$ cat config.mk
export PLATFORM = sky130hd
export DESIGN_NAME = imem_dmem_arbiter
export DESIGN_NICKNAME = d
export VERILOG_FILES = /design/src/rtl/imem_dmem_arbiter_pkg.sv /design/src/rtl/imem_dmem_arbiter_wait_ctr.sv /design/src/rtl/imem_dmem_arbiter.sv
export SDC_FILE = /design/constraint.sdc
export NUM_CORES = 1
export LEC_CHECK = 0
export ABC_CLOCK_PERIOD_IN_PS = 1700
export BUFFER_PORTS_ARGS = -buffer_cell sky130_fd_sc_hd__buf_2
export CAP_MARGIN = 0
export CORE_AREA = 2 2 79 81
export DETAILED_ROUTE_END_ITERATION = 7
export DIE_AREA = 0 0 81 83
export MAX_ROUTING_LAYER = met4
export SKIP_LAST_GASP = 1
export SLEW_MARGIN = 20
export SYNTH_ARGS = -nofsm -noshare
export SYNTH_HDL_FRONTEND = slang
export SYNTH_SLANG_ARGS = --single-unit
$ cat constraint.sdc
create_clock -name clk -period 1.7 [get_ports clk]
set_input_delay 0.51 -clock clk [delete_from_list [all_inputs] [get_ports clk]]
set_output_delay 0.51 -clock clk [all_outputs]
set_load 0.02 [all_outputs]
$ cat src/rtl/imem_dmem_arbiter_pkg.sv
// Shared types and constants for the unified instruction/data memory arbiter.
//   owner_t : which requester owns the response returned in the next cycle
//   N_DEF / AW_DEF : default word width and word-address width
//   BE_NONE / BE_WORD : byte-enable patterns for "no bytes" and "whole word"
package imem_dmem_arbiter_pkg;

  typedef enum logic [1:0] {
    OWN_NONE = 2'd0,
    OWN_IF   = 2'd1,
    OWN_DM   = 2'd2
  } owner_t;

  localparam int N_DEF  = 32;
  localparam int AW_DEF = 6;

  localparam logic [3:0] BE_NONE = 4'b0000;
  localparam logic [3:0] BE_WORD = 4'b1111;

endpackage

$ cat src/rtl/imem_dmem_arbiter_wait_ctr.sv
// arb_wait_ctr: saturating starvation counter for the fetch port.
// Ports:
//   clk    : rising-edge clock
//   clr_n  : synchronous active-low clear (wins over inc)
//   inc    : count up by one this cycle, holding at MAX_WAIT
//   count  : current count
//   at_max : count has reached MAX_WAIT
module arb_wait_ctr #(
  parameter int MAX_WAIT = 4
) (
  input  logic       clk,
  input  logic       clr_n,
  input  logic       inc,
  output logic [3:0] count,
  output logic       at_max
);

  localparam logic [3:0] MAX_C = 4'(MAX_WAIT);

  logic [3:0] cnt_q;

  always_ff @(posedge clk) begin
    if (!clr_n) begin
      cnt_q <= '0;
    end else if (inc && (cnt_q != MAX_C)) begin
      cnt_q <= cnt_q + 4'd1;
    end
  end

  assign count  = cnt_q;
  assign at_max = (cnt_q == MAX_C);

endmodule

$ cat src/rtl/imem_dmem_arbiter.sv
// imem_dmem_arbiter: shares one single-port, synchronous-read memory between
// the instruction-fetch port (if_*) and the load/store port (dm_*).
//
// Handshake: a requester raises *_req with its fields and holds them stable
// until *_gnt is seen high in the same cycle; the grant is combinational and
// the access happens at that clock edge. Exactly one cycle later *_valid is
// high for one cycle and *_rdata carries the read data (loads/fetches) or the
// store is acknowledged. *_req may be dropped before a grant; nothing is
// returned for it. A new grant may be issued while the previous response is
// being returned, giving one access per cycle.
//
// Ports:
//   clk, rst_n                       : clock, synchronous active-low reset
//   if_req/if_addr -> if_gnt         : fetch request / accept
//   if_valid/if_rdata                : fetch response
//   dm_req/dm_we/dm_be/dm_addr/dm_wdata -> dm_gnt : data request / accept
//   dm_valid/dm_rdata                : load data or store acknowledge
//   mem_en/mem_we/mem_be/mem_addr/mem_wdata, mem_rdata : memory side
//   dbg_owner, dbg_wait              : owner register and starvation count
module imem_dmem_arbiter
  import imem_dmem_arbiter_pkg::*;
#(
  parameter int N        = N_DEF,
  parameter int AW       = AW_DEF,
  parameter int MAX_WAIT = 4
) (
  input  logic          clk,
  input  logic          rst_n,
  input  logic          if_req,
  input  logic [AW-1:0] if_addr,
  output logic          if_gnt,
  output logic          if_valid,
  output logic [N-1:0]  if_rdata,
  input  logic          dm_req,
  input  logic          dm_we,
  input  logic [3:0]    dm_be,
  input  logic [AW-1:0] dm_addr,
  input  logic [N-1:0]  dm_wdata,
  output logic          dm_gnt,
  output logic          dm_valid,
  output logic [N-1:0]  dm_rdata,
  output logic          mem_en,
  output logic          mem_we,
  output logic [3:0]    mem_be,
  output logic [AW-1:0] mem_addr,
  output logic [N-1:0]  mem_wdata,
  input  logic [N-1:0]  mem_rdata,
  output owner_t        dbg_owner,
  output logic [3:0]    dbg_wait
);

  owner_t owner_q, owner_d;
  logic   wait_at_max;
  logic   wait_inc;

  // Grant selection and memory drive. DM has priority on contention unless
  // the fetch port has been denied MAX_WAIT cycles in a row.
  always_comb begin
    if_gnt    = 1'b0;
    dm_gnt    = 1'b0;
    owner_d   = OWN_NONE;
    mem_we    = 1'b0;
    mem_be    = BE_NONE;
    mem_addr  = '0;
    mem_wdata = '0;
    if (rst_n) begin
      if (if_req && (!dm_req || wait_at_max)) begin
        if_gnt = 1'b1;
      end else if (dm_req) begin
        dm_gnt = 1'b1;
      end
    end
    if (if_gnt) begin
      owner_d  = OWN_IF;
      mem_addr = if_addr;
    end else if (dm_gnt) begin
      owner_d  = OWN_DM;
      mem_addr = dm_addr;
      if (dm_we) begin
        mem_we    = 1'b1;
        mem_be    = dm_be;
        mem_wdata = dm_wdata;
      end
    end
  end

  assign mem_en = if_gnt | dm_gnt;

  always_ff @(posedge clk) begin
    if (!rst_n) begin
      owner_q <= OWN_NONE;
    end else begin
      owner_q <= owner_d;
    end
  end

  // Valid is qualified with rst_n so a response granted just before reset
  // asserts is dropped rather than pulsing in the reset cycle.
  assign if_valid = rst_n && (owner_q == OWN_IF);
  assign dm_valid = rst_n && (owner_q == OWN_DM);
  assign if_rdata = if_valid ? mem_rdata : '0;
  assign dm_rdata = dm_valid ? mem_rdata : '0;

  // Counts while fetch is requesting but denied; any other cycle clears it.
  assign wait_inc = if_req & ~if_gnt;

  arb_wait_ctr #(
    .MAX_WAIT(MAX_WAIT)
  ) u_wait_ctr (
    .clk   (clk),
    .clr_n (rst_n & wait_inc),
    .inc   (wait_inc),
    .count (dbg_wait),
    .at_max(wait_at_max)
  );

  assign dbg_owner = owner_q;

endmodule

==> results of run 1 <==
-- critical path: cells and delay by family, from the launching register on --
family / cells / cell delay [ns]
adders and majority gates: 1 / 0.17
and+or+nand+nor: 1 / 0.15
DFF: 1 / 0.34
buffers and inverters: 4 / 0.51
AOI/OAI and AO/OA: 1 / 0.20
-- worst paths after layout --
check,startpoint,endpoint,slack (ns),depth (start not counted)
min,u_wait_ctr.count[0]$_SDFFE_PN0P_,u_wait_ctr.count[0]$_SDFFE_PN0P_,0.53,2
min reg2reg,u_wait_ctr.count[0]$_SDFFE_PN0P_,u_wait_ctr.count[0]$_SDFFE_PN0P_,0.53,2
max,u_wait_ctr.count[1]$_SDFFE_PN0P_,mem_wdata[1],-0.40,7
max reg2reg,u_wait_ctr.count[1]$_SDFFE_PN0P_,u_wait_ctr.count[2]$_SDFFE_PN0P_,0.56,5
-- stage by stage --
step,cell area [um^2],hold slack (ns),instances
final,3550,0.529,452
after global routing,3550,0.538,452
after CTS,3300,0.526,448
after detailed placement,2420,0.520,431
after global placement,2420,0.518,431
after floorplan,1220,0.473,148
-- power groups by stage --
stage	clock (uW)	combinational [uW]	sequential, uW
2_1_floorplan	0	199	152
3_3_place_gp	0	399	147
3_5_place_dp	0	402	147
4_1_cts	231	538	146
5_1_grt	237	622	146
6_report	223	591	146
-- synth_stat cells (all sizes together), types with 2 or more instances --
cell type  number
a21oi           2
a22o            6
a31oi           2
and2          100
buf             3
clkbuf          6
dfxtp           6
ha              2
inv             4
nand2           3
nor2            5
-- what timing repair did --
action,4_1_cts,5_1_grt
endpoints found under the setup margin,112,112
cloned,8,3
pin swaps,42,35
gates resized for setup,204,80
setup buffers,5,3
-- logic make-up (layout without fill, tap and decap cells) --
family	Yosys count	in the layout
fa+ha+maj	2	2
compound gates	11	11
simple gates	114	114
buf+inv	13	242
flops	6	6
xor+xnor	2	2
-- layer usage --
layer | part of all wire [%] | up-vias | track usage, %
met1 | 36 | 903 | 19.9
met5 | 0 | - | -
met2 | 56 | 83 | 34.3
met3 | 6.1 | 6 | 1.63
met4 | 0.98 | 0 | 3.54
li1 | - | 926 | -
-- state kept, by name (all words and copies together) (netlist names) --
name and cells:
dbg_owner 2, u_wait_ctr.count 4
-- layout make-up --
| type | instances | share of cell area (%) |
|---|---|---|
| flip-flops and latches | 6 | 3.67 |
| well taps | 75 | 2.65 |
| multi-input cells | 129 | 32.7 |
| inverters | 4 | 0.423 |
| repair buffers | 234 | 59.3 |
| clock buffers | 4 | 1.27 |
==> results.cfg, run 1 <==
[outcome]
status = finished with violations
violations = negative setup slack

[clock_tree]
cts_root_buf = clkbuf_8
clk_pin_slew_ns = 0.04
cts_tree = done
cts.sinks = 6
clk_latency_ns = 0.22
cts_buffers = 3
h-tree-depth = 1
clockBufferDepth = 2
hold_buffers = 0

[yosys]
synth_largest_area_cell = and2_1
synth_cell_types = 22
synth_edf_count = 0
synth_top_family_by_area = simple AND/OR/NAND/NOR gates
synthCells = 148
yosys.area_share.simple_pct = 67.5
async_flop_share_pct = 0
synth_compound_area_share_pct = 10.1
synth_area_leaders = and2_1, dfxtp_1, a22o_1
synth_area_um2 = 1040
synth_nets = 235
synth_top_area_share_pct = 59.9
yosysWarnings = 0
syn_avg_cell_area_um2 = 7.06
synth_seq_cells = 6
yosysSeqAreaShare_pct = 11.5
synthAdderAreaFrac_pct = 2.40
synthMuxAreaShare_pct = 0
yosys.area_share.xor_xnor_pct = 1.68
synth_ff_type = dfxtp_1

[floorplan]
die-area_um2 = 6720
die_w_um = 81
core_area_um2 = 5820
ios = 203
rows = 28
initial_core_util_pct = 18.0
die_h_um = 83

[routing]
first_iter_violations = 50
drcViolationCount = 0
via_per_inst = 4.24
avgRoutedWirePerCell_um = 15.5
dr.pass1.iters = 4
wl_um = 7030
postRouteAntennaNets = 0
via_count = 1918

[hold_path]
hp-class = register to register

[global_routing]
grt_max_degree = 20
grt_pass1_wl_um = 9410
grt_pass1_vias = 1908
antenna_found_initial = 0
grt_util_all_layers_pct = 18.0
grt_overflow = 0

[setup_path]
path_cells = inv_2, ha_4, a311oi_4, buf_6, buf_16, and2_2, buf_4
crit_type = register to output pin
required_ns = 1.19
cp_data_arrival_time_ns = 1.59
end_kind = output pin
crit_slowest_cell = dfxtp_4
start_kind = register
crit_path_max_fanout = 18
slowest_delay_ns = 0.34

[finish]
fill_cells = 457
num-nets-final = 465
final_cell_mix = and2_4, buf_6, buf_2, buf_4
drive_above_1_share_pct = 93.9
final_util_pct = 61.0
area_growth_pct = 240
multi_input_area_um2 = 1160
seqCellArea_um2 = 130
diodes = 0
layout_commonest_cell = and2_4

[pwr]
p_int_uw = 637
seqPwrFrac_pct = 15.2
finalPower_uw = 960
power_leakage_uw = 0.00189
ir_worst_vdd_uv = 483
power.density_nw_per_um2 = 271
pwr-share-comb_pct = 61.6
clock_power_share_pct = 23.2
switching_share_pct = 33.7
power_switching_uw = 323

[sta]
post-route-min-period_ns = 2.10
fmax_mhz = 476
rsz0062_at_grt = true
layout_setup_ws_ns = -0.401
finalSetupViolations = 112
tightest_slew_ns = 0.268
final_max_slew_viol_count = 0
setup_tns_ns = -30.80
hold_viol = 0
period_share_pct = 124
clock_skew_ns = 0.00245
timing.slew.headroom_pct = 82.1

[placed_design]
post-place-ws_ns = -0.325
io_buffers = 202
hpwl_um = 4130
place_congestion = 0.859

[job]
maxCapViolations = 0
Note: power is estimated with default switching activity, not from simulation.
==> run 2, diff against run 1 <==
--- a/config.mk
+++ b/config.mk
@@ -12,6 +12,7 @@
 export DETAILED_ROUTE_END_ITERATION = 7
 export DIE_AREA = 0 0 81 83
 export MAX_ROUTING_LAYER = met4
+export SKIP_CTS_REPAIR_TIMING = 1
 export SKIP_LAST_GASP = 1
 export SLEW_MARGIN = 20
 export SYNTH_ARGS = -nofsm -noshare
==> run 2 against run 1 <==
Effect of this change:
- the flow still finishes with violations (negative setup slack)
- die area unchanged
- largest power group unchanged
- non-clock buffer count unchanged
- setup slack better by 0.012 ns
- via count up 1.4%
- cell count unchanged
- critical path type unchanged
- fmax up 0.58%
- sequential share of layout area up 0.053 points
- combinational power down 2%
- wire length down 1.5%
==> results.cfg, run 2 (synthesized netlist as in run 1, its figures left out) <==
[setup_path]
crit_path_max_fanout = 10
reg2reg_from = u_wait_ctr.count[1]$_SDFFE_PN0P_
r2r_end = u_wait_ctr.count[2]$_SDFFE_PN0P_
start_kind = register
crit_type = register to output pin
reg2reg_slack_ns = 0.55
cp_num_buf_inv = 4
reg2regPathDepth = 5
required_ns = 1.19
cp_data_arrival_time_ns = 1.58
crit_slowest_cell = dfxtp_4
worstSetupStartpoint = u_wait_ctr.count[1]$_SDFFE_PN0P_
cp_top_family = buffers and inverters
end_kind = output pin
path_cells = inv_2, ha_4, a311oi_4, buf_6, buf_12, and2_2, buf_4
slowest_delay_ns = 0.34

[clock_tree]
cts_tree = done
h-tree-depth = 1
clockBufferDepth = 2
cts_root_buf = clkbuf_8
clk_latency_ns = 0.22
cts_buffers = 3
clk_pin_slew_ns = 0.04
cts.sinks = 6

[outcome]
violations = negative setup slack
status = finished with violations

[routing]
via_per_inst = 4.30
drcViolationCount = 0
avgRoutedWirePerCell_um = 15.3
dr.pass1.iters = 4
wl_um = 6920
via_count = 1944
first_iter_violations = 54
postRouteAntennaNets = 0

[sta]
finalSetupViolations = 112
hold_viol = 0
clock_skew_ns = 0.00275
layout_setup_ws_ns = -0.389
tightest_slew_ns = 0.267
period_share_pct = 123
final_max_slew_viol_count = 0
post-route-min-period_ns = 2.09
rsz0062_at_grt = true
timing.slew.headroom_pct = 82.2
fmax_mhz = 479

[finish]
largest_reg_flops = 4
fill_cells = 482
multi_input_area_um2 = 1120
seqCellArea_um2 = 130
area_growth_pct = 235
num-nets-final = 465
final_util_pct = 60.1
layout_commonest_cell = buf_6
diodes = 0
final_cell_mix = buf_6, buf_2, and2_4, buf_4, and2_2
drive_above_1_share_pct = 93.4

[floorplan]
die_h_um = 83
initial_core_util_pct = 18.0
core_area_um2 = 5820
die-area_um2 = 6720
die_w_um = 81
ios = 203
rows = 28

[hold_path]
hp-start = u_wait_ctr.count[0]$_SDFFE_PN0P_
hold_depth = 2
hp-class = register to register
min_to = u_wait_ctr.count[0]$_SDFFE_PN0P_

[placed_design]
post-place-ws_ns = -0.325
hpwl_um = 4130
place_congestion = 0.859
io_buffers = 202

[global_routing]
grt_max_degree = 38
antenna_found_initial = 0
grt_pass1_wl_um = 7070
grt_pass1_vias = 1594
grt_overflow = 0
grt_util_all_layers_pct = 13.0

[pwr]
ir_worst_vdd_uv = 482
power_leakage_uw = 0.00187
power.density_nw_per_um2 = 271

[job]
maxCapViolations = 0
run 2: changes by cell type in the layout (fill, tap and decap cells not counted), sizes merged:
cell,before,now
buf,230,226
clkbuf,8,12
run 2: where the power goes:
part	leakage [uW]	internal, uW	switching, uW	total (uW)
clock network	0.0000228	161	62.0	223
registers	0.0000515	143	3.30	146
logic	0.00179	325	253	577
total	0.00187	629	318	947
run 2: area by class of cell:
cell class              count  area share [%]
clock buffers               4            1.29
inverters                   4           0.429
multi-input cells         129            32.2
flip-flops and latches      6            3.72
well taps                  75            2.68
repair buffers            234            59.7
run 2: stage by stage:
step | area (um^2) | power (uW) | cells | TNS [ns] | hold slack [ns]
2_1_floorplan | 1220 | 351 | 148 | -6.50 | 0.473
3_3_place_gp | 2420 | 546 | 431 | -28.81 | 0.518
3_5_place_dp | 2420 | 549 | 431 | -29.57 | 0.520
4_1_cts | 2460 | 779 | 435 | -34.01 | 0.526
5_1_grt | 3500 | 990 | 452 | -35.15 | 0.538
6_report | 3500 | 947 | 452 | -30.14 | 0.529
run 2: per-layer routing:
layer,vias to the layer above,GRT usage (%),share of wire [%]
li1,929,-,-
met1,922,12.9,37
met2,85,25.6,56
met3,8,2.07,6.0
met4,0,2.93,1.2
met5,-,-,0
run 2: worst max-delay path by stage:
stage	to	cells after the start
after detailed placement	mem_wdata[4]	6
final	mem_wdata[4]	7
after global routing	mem_addr[3]	6
after CTS	mem_wdata[4]	6
after global placement	mem_wdata[29]	6
after floorplan	mem_be[0]	5
run 2: worst min-delay path, cell delays in order, from the launching register on:
cell	delay (ns)
dfxtp_4	0.33
buf_4	0.11
nor2_1	0.04
==> run 3, diff against run 2 <==
--- a/config.mk
+++ b/config.mk
@@ -5,7 +5,7 @@
 export SDC_FILE = /design/constraint.sdc
 export NUM_CORES = 1
 export LEC_CHECK = 0
-export ABC_CLOCK_PERIOD_IN_PS = 1700
+export ABC_CLOCK_PERIOD_IN_PS = 2400
 export BUFFER_PORTS_ARGS = -buffer_cell sky130_fd_sc_hd__buf_2
 export CAP_MARGIN = 0
 export CORE_AREA = 2 2 79 81
==> constraint.sdc (replaced) <==
create_clock -name clk -period 2.4 [get_ports clk]
set_input_delay 0.72 -clock clk [delete_from_list [all_inputs] [get_ports clk]]
set_output_delay 0.72 -clock clk [all_outputs]
set_load 0.02 [all_outputs]
==> run 3 against run 2 <==
Effect of this change:
- the flow still finishes with violations (negative setup slack)
- wire length shrank 27%
- power fell by 42%
- global-route usage fell by 0.90 points
- critical path depth down 1
- highest routed layer unchanged
- clock skew is 0.0021 ns lower
- critical path type is now input pin to output pin
- via count shrank 10%
- register-to-register slack better by 0.60 ns
- setup slack improved by 0.33 ns
- cell count shrank 3.8%
- utilization decreased by 17 points
- sequential power down 29%
==> results.cfg, run 3 (synthesized netlist as in run 1, its figures left out) <==
[outcome]
status = finished with violations
violations = negative setup slack

[setup_path]
crit_type = input pin to output pin
required_ns = 1.68
reg2reg_slack_ns = 1.15
cp_data_arrival_time_ns = 1.74
crit_end = mem_wdata[5]
end_kind = output pin
crit_path_max_fanout = 5
reg2regPathDepth = 6
worstSetupStartpoint = if_req
reg2reg_from = u_wait_ctr.count[1]$_SDFFE_PN0P_
start_kind = input pin
r2r_end = u_wait_ctr.count[3]$_SDFFE_PN0P_

[floorplan]
die_h_um = 83
ios = 203
initial_core_util_pct = 18.0
die_w_um = 81
rows = 28
core_area_um2 = 5820
die-area_um2 = 6720

[routing]
drcViolationCount = 0
postRouteAntennaNets = 0
via_per_inst = 4.02
via_count = 1749
first_iter_violations = 14
avgRoutedWirePerCell_um = 11.5
wl_um = 5020
dr.pass1.iters = 4

[clock_tree]
cts_buffers = 3
cts_root_buf = clkbuf_8
clk_pin_slew_ns = 0.03
clockBufferDepth = 2
h-tree-depth = 1
cts.sinks = 6
cts_tree = done
clk_latency_ns = 0.22

[sta]
final_max_slew_viol_count = 0
layout_setup_ws_ns = -0.0552
rsz0062_at_grt = true
post-route-min-period_ns = 2.46
finalSetupViolations = 14
fmax_mhz = 407
tightest_slew_ns = 0.308
setup_tns_ns = -0.343
hold_viol = 0
clock_skew_ns = 0.000627
timing.slew.headroom_pct = 79.4
period_share_pct = 102

[global_routing]
grt_overflow = 0
grt_max_degree = 38
grt_util_met3_pct = 1.30
antenna_found_initial = 0
busiest_layer = met2
grt_util_all_layers_pct = 12.1
grt_pass1_vias = 1511
use_met2_pct = 25.8
grt_pass1_wl_um = 6610
met1_usage_pct = 11.2

[pwr]
seqPwrFrac_pct = 19.1
clock_power_share_pct = 26.6
power_leakage_uw = 0.00157
power.density_nw_per_um2 = 217
switching_share_pct = 34.3
p_int_uw = 359
power_switching_uw = 187
ir_worst_vdd_uv = 334
pwr-share-comb_pct = 54.2

[finish]
final_cell_area_um2 = 2520
final_cell_mix = buf_2, and2_1, buf_6, and2_4, buf_4
largest_reg_flops = 4
num-nets-final = 449
stdcell_count = 435
diodes = 0
multi_input_area_um2 = 915
fill_cells = 606
seqCellArea_um2 = 121
layout_commonest_cell = buf_2
area_growth_pct = 141
drive_above_1_share_pct = 68.1

[placed_design]
io_buffers = 202
place_inst = 425
hpwl_um = 3860
post-place-ws_ns = -0.0528
place_congestion = 0.771
post_dp_cell_area_um2 = 2200

[hold_path]
hp-class = register to register

[job]
maxCapViolations = 0
-- run 3: layer usage --
layer	up-vias	part of all wire [%]	wire, um
met1	779	35	1740
met5	-	0	0
met3	2	7.7	388
met4	0	0.30	15
li1	887	-	-
met2	81	57	2880
-- run 3: critical path, stage by stage --
cell and delay [ns]:
buf_6 0.11, a311oi_4 0.32, buf_6 0.18, buf_4 0.13, and2_1 0.15, buf_6 0.12
-- run 3: power by group through the flow --
stage	registers [uW]	logic (uW)	clock network, uW
after detailed placement	106	260	0
after CTS	104	261	150
after global placement	106	257	0
after floorplan	109	123	0
after global routing	105	320	159
final	104	296	146
-- run 3: layout make-up --
cell class	instances	area share [%]
Timing Repair Buffer	218	52.8
Sequential cell	6	4.82
Clock buffer	3	1.64
Tap cell	75	3.73
Inverter	4	0.696
Multi-Input combinational cell	129	36.3
-- run 3: per-stage QoR --
stage / hold slack (ns) / total power [uW] / utilization, %
2_1_floorplan: 0.529 / 232 / -
3_3_place_gp: 0.517 / 363 / 37.9
3_5_place_dp: 0.526 / 366 / 37.9
4_1_cts: 0.530 / 515 / 38.6
5_1_grt: 0.553 / 583 / 43.3
6_report: 0.523 / 546 / 43.3
-- run 3: worst min-delay path by stage --
stage	startpoint	endpoint	slack, ns	cells after the start
6_report	u_wait_ctr.count[0]$_SDFFE_PN0P_	u_wait_ctr.count[0]$_SDFFE_PN0P_	0.52	2
5_1_grt	u_wait_ctr.count[0]$_SDFFE_PN0P_	u_wait_ctr.count[0]$_SDFFE_PN0P_	0.55	2
4_1_cts	u_wait_ctr.count[0]$_SDFFE_PN0P_	u_wait_ctr.count[0]$_SDFFE_PN0P_	0.53	2
3_5_place_dp	u_wait_ctr.count[0]$_SDFFE_PN0P_	u_wait_ctr.count[0]$_SDFFE_PN0P_	0.53	2
3_3_place_gp	u_wait_ctr.count[0]$_SDFFE_PN0P_	u_wait_ctr.count[0]$_SDFFE_PN0P_	0.52	2
2_1_floorplan	u_wait_ctr.count[0]$_SDFFE_PN0P_	u_wait_ctr.count[0]$_SDFFE_PN0P_	0.53	1
